[src/rtl/i_decode_q.sv]
// ---------------------------------------------------------------------------
// i_decode_q
//
// Registered instruction-decode stage with a DEPTH-entry queue of decoded
// operations. It sits between i_fetch and i_buffer. Each accepted 32-bit
// instruction is decoded into opcode, funct3, funct6, extended register
// indices and an XLEN-wide immediate, and the decoded record is queued.
// Bit 5 of every register index selects the vector register file.
//
// Parameters
//   XLEN   immediate width (>= 32)
//   DEPTH  queue entries (power of two, >= 2)
//   CNT_W  occupancy counter width (derived)
//
// Ports
//   clk         rising-edge clock
//   rst         synchronous active-high reset
//   flush       drop every queued entry and the current input
//   if_valid    inst carries a valid instruction
//   inst        raw 32-bit instruction
//   if_vacant   stage can accept an instruction this cycle
//   ib_vacant   i_buffer takes the head entry this cycle
//   ib_valid    head entry is valid
//   ib_opt      opcode bits [6:0]
//   ib_funct3   bits [14:12]
//   ib_funct6   bits [31:26]
//   ib_rs1      source register 1 index (bit 5 = vector)
//   ib_rs2      source register 2 index (bit 5 = vector)
//   ib_rd       destination register index (bit 5 = vector)
//   ib_imm      decoded immediate
//   ib_illegal  head entry is an illegal encoding
//   count       current queue occupancy
// ---------------------------------------------------------------------------
module i_decode_q #(
  parameter int XLEN  = 32,
  parameter int DEPTH = 4,
  parameter int CNT_W = $clog2(DEPTH + 1)
) (
  input  logic             clk,
  input  logic             rst,
  input  logic             flush,
  input  logic             if_valid,
  input  logic [31:0]      inst,
  output logic             if_vacant,
  input  logic             ib_vacant,
  output logic             ib_valid,
  output logic [6:0]       ib_opt,
  output logic [2:0]       ib_funct3,
  output logic [5:0]       ib_funct6,
  output logic [5:0]       ib_rs1,
  output logic [5:0]       ib_rs2,
  output logic [5:0]       ib_rd,
  output logic [XLEN-1:0]  ib_imm,
  output logic             ib_illegal,
  output logic [CNT_W-1:0] count
);

  localparam int PTR_W = $clog2(DEPTH);

  localparam logic [6:0] OPCODE_B   = 7'b1100011;
  localparam logic [6:0] OPCODE_L   = 7'b0000011;
  localparam logic [6:0] OPCODE_I   = 7'b0010011;
  localparam logic [6:0] OPCODE_JR  = 7'b1100111;
  localparam logic [6:0] OPCODE_S   = 7'b0100011;
  localparam logic [6:0] OPCODE_R   = 7'b0110011;
  localparam logic [6:0] OPCODE_LUI = 7'b0110111;
  localparam logic [6:0] OPCODE_AUI = 7'b0010111;
  localparam logic [6:0] OPCODE_JAL = 7'b1101111;
  localparam logic [6:0] OPCODE_VA  = 1010111 == 0 ? 7'b0 : 7'b1010111;
  localparam logic [6:0] OPCODE_VL  = 7'b0000111;
  localparam logic [6:0] OPCODE_VS  = 7'b0100111;

  // One queued record: everything i_buffer needs about an instruction.
  typedef struct packed {
    logic            illegal;
    logic [6:0]      opt;
    logic [2:0]      funct3;
    logic [5:0]      funct6;
    logic [5:0]      rs1;
    logic [5:0]      rs2;
    logic [5:0]      rd;
    logic [XLEN-1:0] imm;
  } entry_t;

  entry_t            dec;
  entry_t            head;
  entry_t            mem [DEPTH];
  logic [PTR_W-1:0]  wr_ptr;
  logic [PTR_W-1:0]  rd_ptr;
  logic              push;
  logic              pop;
  logic              legal;

  // Register-index candidates. Scalar forms carry a 0 in bit 5, vector
  // forms a 1. The store-vector data register lives in the rd field bits.
  logic [5:0] rs1_x, rs2_x, rd_x;
  logic [5:0] rs1_v, rs2_v, rd_v, vs_data;

  assign rs1_x   = {1'b0, inst[19:15]};
  assign rs2_x   = {1'b0, inst[24:20]};
  assign rd_x    = {1'b0, inst[11:7]};
  assign rs1_v   = {1'b1, inst[19:15]};
  assign rs2_v   = {1'b1, inst[24:20]};
  assign rd_v    = {1'b1, inst[11:7]};
  assign vs_data = {1'b1, inst[11:7]};

  // Handshakes. A full queue never accepts, even if a pop happens in the
  // same cycle, and flush suppresses both sides.
  assign if_vacant = !rst && (count != CNT_W'(DEPTH));
  assign ib_valid  = (count != '0);
  assign push      = if_valid && if_vacant && !flush;
  assign pop       = ib_valid && ib_vacant && !flush;

  // Decoder. Fields that a format does not use stay zero. Anything not
  // recognised is flagged illegal and loses its register/immediate fields,
  // while the raw opcode/funct bits are kept so the exception path can
  // still report what it saw.
  always_comb begin
    dec        = '0;
    dec.opt    = inst[6:0];
    dec.funct3 = inst[14:12];
    dec.funct6 = inst[31:26];
    legal      = 1'b1;

    unique case (inst[6:0])
      OPCODE_B: begin
        dec.rs1 = rs1_x;
        dec.rs2 = rs2_x;
        dec.imm = {{(XLEN-12){inst[31]}}, inst[7], inst[30:25], inst[11:8], 1'b0};
      end
      OPCODE_L, OPCODE_I, OPCODE_JR: begin
        dec.rs1 = rs1_x;
        dec.rd  = rd_x;
        dec.imm = {{(XLEN-12){inst[31]}}, inst[31:20]};
      end
      OPCODE_S: begin
        dec.rs1 = rs1_x;
        dec.rs2 = rs2_x;
        dec.imm = {{(XLEN-12){inst[31]}}, inst[31:25], inst[11:7]};
      end
      OPCODE_R: begin
        dec.rs1 = rs1_x;
        dec.rs2 = rs2_x;
        dec.rd  = rd_x;
      end
      OPCODE_LUI, OPCODE_AUI: begin
        dec.rd  = rd_x;
        dec.imm = {{(XLEN-32){inst[31]}}, inst[31:12], 12'b0};
      end
      OPCODE_JAL: begin
        dec.rd  = rd_x;
        dec.imm = {{(XLEN-20){inst[31]}}, inst[19:12], inst[20], inst[30:21], 1'b0};
      end
      OPCODE_VA: begin
        // The vector-arithmetic sub-format is chosen by funct3.
        unique case (inst[14:12])
          3'b111: begin
            dec.rs1 = rs1_x;
            dec.rd  = rd_x;
            dec.imm = {{(XLEN-11){1'b0}}, inst[30:20]};
          end
          3'b000: begin
            dec.rs1 = rs1_v;
            dec.rs2 = rs2_v;
            dec.rd  = rd_v;
          end
          3'b100: begin
            dec.rs1 = rs1_x;
            dec.rs2 = rs2_v;
            dec.rd  = rd_v;
          end
          3'b011: begin
            dec.rs2 = rs2_v;
            dec.rd  = rd_v;
            dec.imm = {{(XLEN-5){inst[19]}}, inst[19:15]};
          end
          default: legal = 1'b0;
        endcase
      end
      OPCODE_VL: begin
        dec.rs1 = rs1_x;
        dec.rd  = rd_v;
      end
      OPCODE_VS: begin
        dec.rs1 = rs1_x;
        dec.rs2 = vs_data;
      end
      default: legal = 1'b0;
    endcase

    // Compressed/short encodings are outside this stage's instruction set.
    if (inst[1:0] != 2'b11) begin
      legal = 1'b0;
    end

    if (!legal) begin
      dec.rs1     = '0;
      dec.rs2     = '0;
      dec.rd      = '0;
      dec.imm     = '0;
      dec.illegal = 1'b1;
    end
  end

  // Queue storage. Entries need no reset: an empty queue forces the
  // outputs to zero, so stale contents are never visible.
  always_ff @(posedge clk) begin
    if (push) begin
      mem[wr_ptr] <= dec;
    end
  end

  // Pointers and occupancy. Reset beats flush, and flush beats any push or
  // pop in the same cycle. DEPTH is a power of two, so the pointers wrap
  // by natural overflow.
  always_ff @(posedge clk) begin
    if (rst) begin
      wr_ptr <= '0;
      rd_ptr <= '0;
      count  <= '0;
    end else if (flush) begin
      wr_ptr <= '0;
      rd_ptr <= '0;
      count  <= '0;
    end else begin
      if (push) begin
        wr_ptr <= wr_ptr + PTR_W'(1);
      end
      if (pop) begin
        rd_ptr <= rd_ptr + PTR_W'(1);
      end
      unique case ({push, pop})
        2'b10:   count <= count + CNT_W'(1);
        2'b01:   count <= count - CNT_W'(1);
        default: count <= count;
      endcase
    end
  end

  // Head presentation: straight from storage, zeroed when nothing is held.
  always_comb begin
    head = '0;
    if (ib_valid) begin
      head = mem[rd_ptr];
    end
  end

  assign ib_opt     = head.opt;
  assign ib_funct3  = head.funct3;
  assign ib_funct6  = head.funct6;
  assign ib_rs1     = head.rs1;
  assign ib_rs2     = head.rs2;
  assign ib_rd      = head.rd;
  assign ib_imm     = head.imm;
  assign ib_illegal = head.illegal;

endmodule

[config.mk]
export PLATFORM = sky130hd
export DESIGN_NAME = i_decode_q
export DESIGN_NICKNAME = d
export VERILOG_FILES = /design/src/rtl/i_decode_q.sv
export SDC_FILE = /design/constraint.sdc
export NUM_CORES = 1
export LEC_CHECK = 0
export ABC_AREA = 1
export CAP_MARGIN = 10
export CORE_ASPECT_RATIO = 1.25
export CORE_UTILIZATION = 58
export CTS_CLUSTER_DIAMETER = 30
export DETAILED_ROUTE_END_ITERATION = 8
export GPL_TIMING_DRIVEN = 0
export PLACE_DENSITY_LB_ADDON = 0.08
export REMOVE_ABC_BUFFERS = 1
export SLEW_MARGIN = 10
export SYNTH_ARGS = -nofsm -noshare
export SYNTH_HDL_FRONTEND = slang
export SYNTH_SLANG_ARGS = --single-unit
export TNS_END_PERCENT = 10
[constraint.sdc]
create_clock -name clk -period 5.9 [get_ports clk]
set_input_delay 0.885 -clock clk [delete_from_list [all_inputs] [get_ports clk]]
set_output_delay 0.885 -clock clk [all_outputs]
set_load 0.01 [all_outputs]
==> summary.txt <==
Run status
  – Run status: completed

Logic synthesis
  – Warnings, synthesis: 0
  – Leading post-synthesis cells by cell area: sky130_fd_sc_hd__edfxtp_1 65%, sky130_fd_sc_hd__nor2_1 10%, sky130_fd_sc_hd__o21ai_0 6.4%, sky130_fd_sc_hd__nand2_1 5.0%, sky130_fd_sc_hd__a21oi_1 3.6%
  – Mapped Avg Cell Area: 10.3 µm²
  – Number of distinct library cells after synthesis: 29
  – Cell taking the most area after synthesis: sky130_fd_sc_hd__edfxtp_1
  – Seq/Total Area, Yosys: 0.669
  – Post-synthesis instance area: 12,300 µm²
  – Share of the synthesized area in the top cell type: 0.654
  – Number of register bits inferred by synthesis: 277
  – Post-Synthesis Cells: 1,193

STA
  – Final-layout worst hold slack: 520 ps
  – Final-report setup violation count: 0
  – Slew at the pin closest to its max-slew limit: 1140 ps
  – Share of the clock period used by the worst path: 0.653
  – Hold Vio Cnt, Final: 0
  – Max_slew headroom: 0.240
  – Highest attainable clock frequency: 260 MHz
  – Unrepaired setup endpoints after global routing: false
  – Number of pins with negative max-slew slack in the final report: 0
  – Final critical-path required period: 3850 ps
  – Post-Route Skew: 11.4 ps

Final layout
  – Leading cell type in the layout, fill and taps excluded: sky130_fd_sc_hd__nor2_1
  – Antenna Cells: 0
  – Final Net Count: 1,340
  – Highest-count cells in the layout ignoring fill and taps: 326 x sky130_fd_sc_hd__nor2_1, 268 x sky130_fd_sc_hd__edfxtp_1, 164 x sky130_fd_sc_hd__nand2_1
  – P&R area growth vs syn: 23.2%
  – Layout cell share with drive strength beyond 1: 0.0845

CTS
  – Number of buffers on the longest clock path: 3
  – Number of hold buffers added after cts: 0
  – Buffer cell driving the clock tree root: sky130_fd_sc_hd__clkbuf_16
  – TritonCTS clock tree: done
  – Resized Gates After CTS: 0
  – Count of buffers added by post-CTS timing repair for setup: 0
  – Clock-pin slew of the registers on the worst-case setup and hold paths: 50 ps
  – Maximum level of the CTS H-tree: 2
  – Number of sinks on the clock net: 277
  – Clock latency at the later pin of the worst-skew pair: 510 ps
  – Number of buffers created by CTS: 40

Worst hold path
  – Kind of path behind the tightest hold check: flip-flop to flip-flop

Die
  – Horizontal extent of the die: 132 µm
  – I/O pin count: 109
  – Die outline area: 21,800 µm²
  – Row cnt: 59
  – Initial standard-cell utilization of the core: 0.591
  – Core region area: 20,800 µm²
  – Height of the die: 165 µm

Critical path
  – Type of the worst setup path: flip-flop to primary output
  – Worst Path Required: 5020 ps
  – Critical Path Sink Type: primary output
  – Data arrival time of the critical path: 2970 ps
  – Maximum fanout along the worst path: 88
  – Flop-to-flop setup slack: 3360 ps
  – Startpoint type of the worst setup path: flip-flop

Power
  – Worst IR Drop VDD: 0.000448 V
  – Standby leakage power: 5.70 nW
  – Power consumption: 0.00484 W
  – Power density of the placed cells: 319 nW/µm²

GRT
  – Initial antenna violation count: 0
  – GRT overflow: 0
  – Pin count of the biggest net entering global routing: 89
  – Number of global-route vias before repair: 8,499
  – Global-route wire length before repair: 44.0 mm
  – Global-route usage over all layers: 0.262

Job
  – Max-cap violations: 0

Place
  – Last weighted congestion value of the routability-driven placer: 0.847
  – Detailed placement HPWL: 16.9 mm
  – I/O Buffers: 108

Drt
  – Count of TritonRoute iterations in the first routing pass: 5
  – Drt drc: 0
  – Violation count after the first detailed-routing iteration: 859
  – Detail-routed via count per cell: 5.61
  – Routed vias: 8,977
  – Total Routed Length: 28.2 mm
  – Average detailed-routed wire length per instance: 17.6 µm
  – Number of nets still failing antenna checks after routing: 0
## Yosys cell counts
cell,number
sky130_fd_sc_hd__o211ai_1,10
sky130_fd_sc_hd__a21oi_1,88
sky130_fd_sc_hd__o21ai_1,3
sky130_fd_sc_hd__nor3_2,1
sky130_fd_sc_hd__nor2_2,4
sky130_fd_sc_hd__clkbuf_2,1
sky130_fd_sc_hd__nor4_1,1
sky130_fd_sc_hd__nand3_2,3
sky130_fd_sc_hd__edfxtp_1,268
sky130_fd_sc_hd__inv_1,44
sky130_fd_sc_hd__fa_1,1
sky130_fd_sc_hd__nand2_2,9
sky130_fd_sc_hd__nor3_1,1
sky130_fd_sc_hd__nand2_4,1
sky130_fd_sc_hd__dfxtp_1,9
sky130_fd_sc_hd__buf_2,25
sky130_fd_sc_hd__clkbuf_1,22
sky130_fd_sc_hd__nand2_1,164
sky130_fd_sc_hd__nand4_1,2
sky130_fd_sc_hd__nand3b_1,1
sky130_fd_sc_hd__nand3_1,23
sky130_fd_sc_hd__nor2_4,3
sky130_fd_sc_hd__inv_2,3
sky130_fd_sc_hd__o21ai_0,157
sky130_fd_sc_hd__buf_1,3
sky130_fd_sc_hd__buf_4,3
sky130_fd_sc_hd__ha_1,5
sky130_fd_sc_hd__buf_6,8
sky130_fd_sc_hd__nor2_1,330
## routing by layer
layer / global-route usage / vias to the layer above / part of all wire
met3: 0.0467 / 43 / 0.064
li1: - / 4305 / -
met2: 0.456 / 322 / 0.50
met4: 0.0825 / 0 / 0.017
met1: 0.336 / 4307 / 0.42
met5: 0 / - / 0
## logic make-up (layout without fill, tap and decap cells)
family                     after synthesis  in the layout  synth area share
DFF                                    277            277             0.669
and+or+nand+nor                        543            543             0.176
adders and majority gates                6              6           0.00671
AOI/OAI and AO/OA                      258            258             0.107
buffers and inverters                  109            242            0.0417
## layout make-up
cell class	count	area, µm²
multi-input combinational	807	3600
timing repair buffer	124	1400
inverter	47	181
sequential	277	8240
fill	1451	5660
clock buffer	44	1040
tap	274	343
clock inverter	27	355
## worst max-delay path, cell delays in order (launching register included)
cell and delay (ps):
sky130_fd_sc_hd__dfxtp_4 800, sky130_fd_sc_hd__inv_4 360, sky130_fd_sc_hd__buf_16 350, sky130_fd_sc_hd__o21ai_0 290
sky130_fd_sc_hd__a21oi_1 110, sky130_fd_sc_hd__clkdlybuf4s50_1 480
## registers in the layout, indices dropped and copies added, names as in the netlist, named ones only
name    flops
count       3
mem       268
rd_ptr      2
wr_ptr      2
## path summary, 6_finish.rpt
path             start         end  depth (start not counted)
max          flip-flop   ib_rs1[4]                          5
min          rd_ptr[0]   flip-flop                          2
max reg2reg   count[1]  mem[0][46]                          6
min reg2reg  rd_ptr[0]   flip-flop                          2
## power breakdown
| part | switching (W) | internal (W) | leakage [nW] | total (W) |
|---|---|---|---|---|
| clock | 0.000849 | 0.00159 | 0.677 | 0.00244 |
| sequential | 0.00000819 | 0.00217 | 2.43 | 0.00218 |
| combinational | 0.000134 | 0.0000881 | 2.59 | 0.000222 |
| total | 0.000992 | 0.00385 | 5.70 | 0.00484 |
## stage by stage
stage | std cells | util | TNS (ps) | area, µm² | setup WS [ps]
2_1_floorplan | 1131 | - | 0 | 12000 | 660
3_3_place_gp | 1513 | 0.643 | -624890 | 13400 | -3250
3_5_place_dp | 1529 | 0.661 | 0 | 13800 | 2220
4_1_cts | 1600 | 0.728 | 0 | 15200 | 2020
5_1_grt | 1600 | 0.728 | 0 | 15200 | 1870
6_report | 1600 | 0.728 | 0 | 15200 | 2050
(Power assumes the default switching activity.)
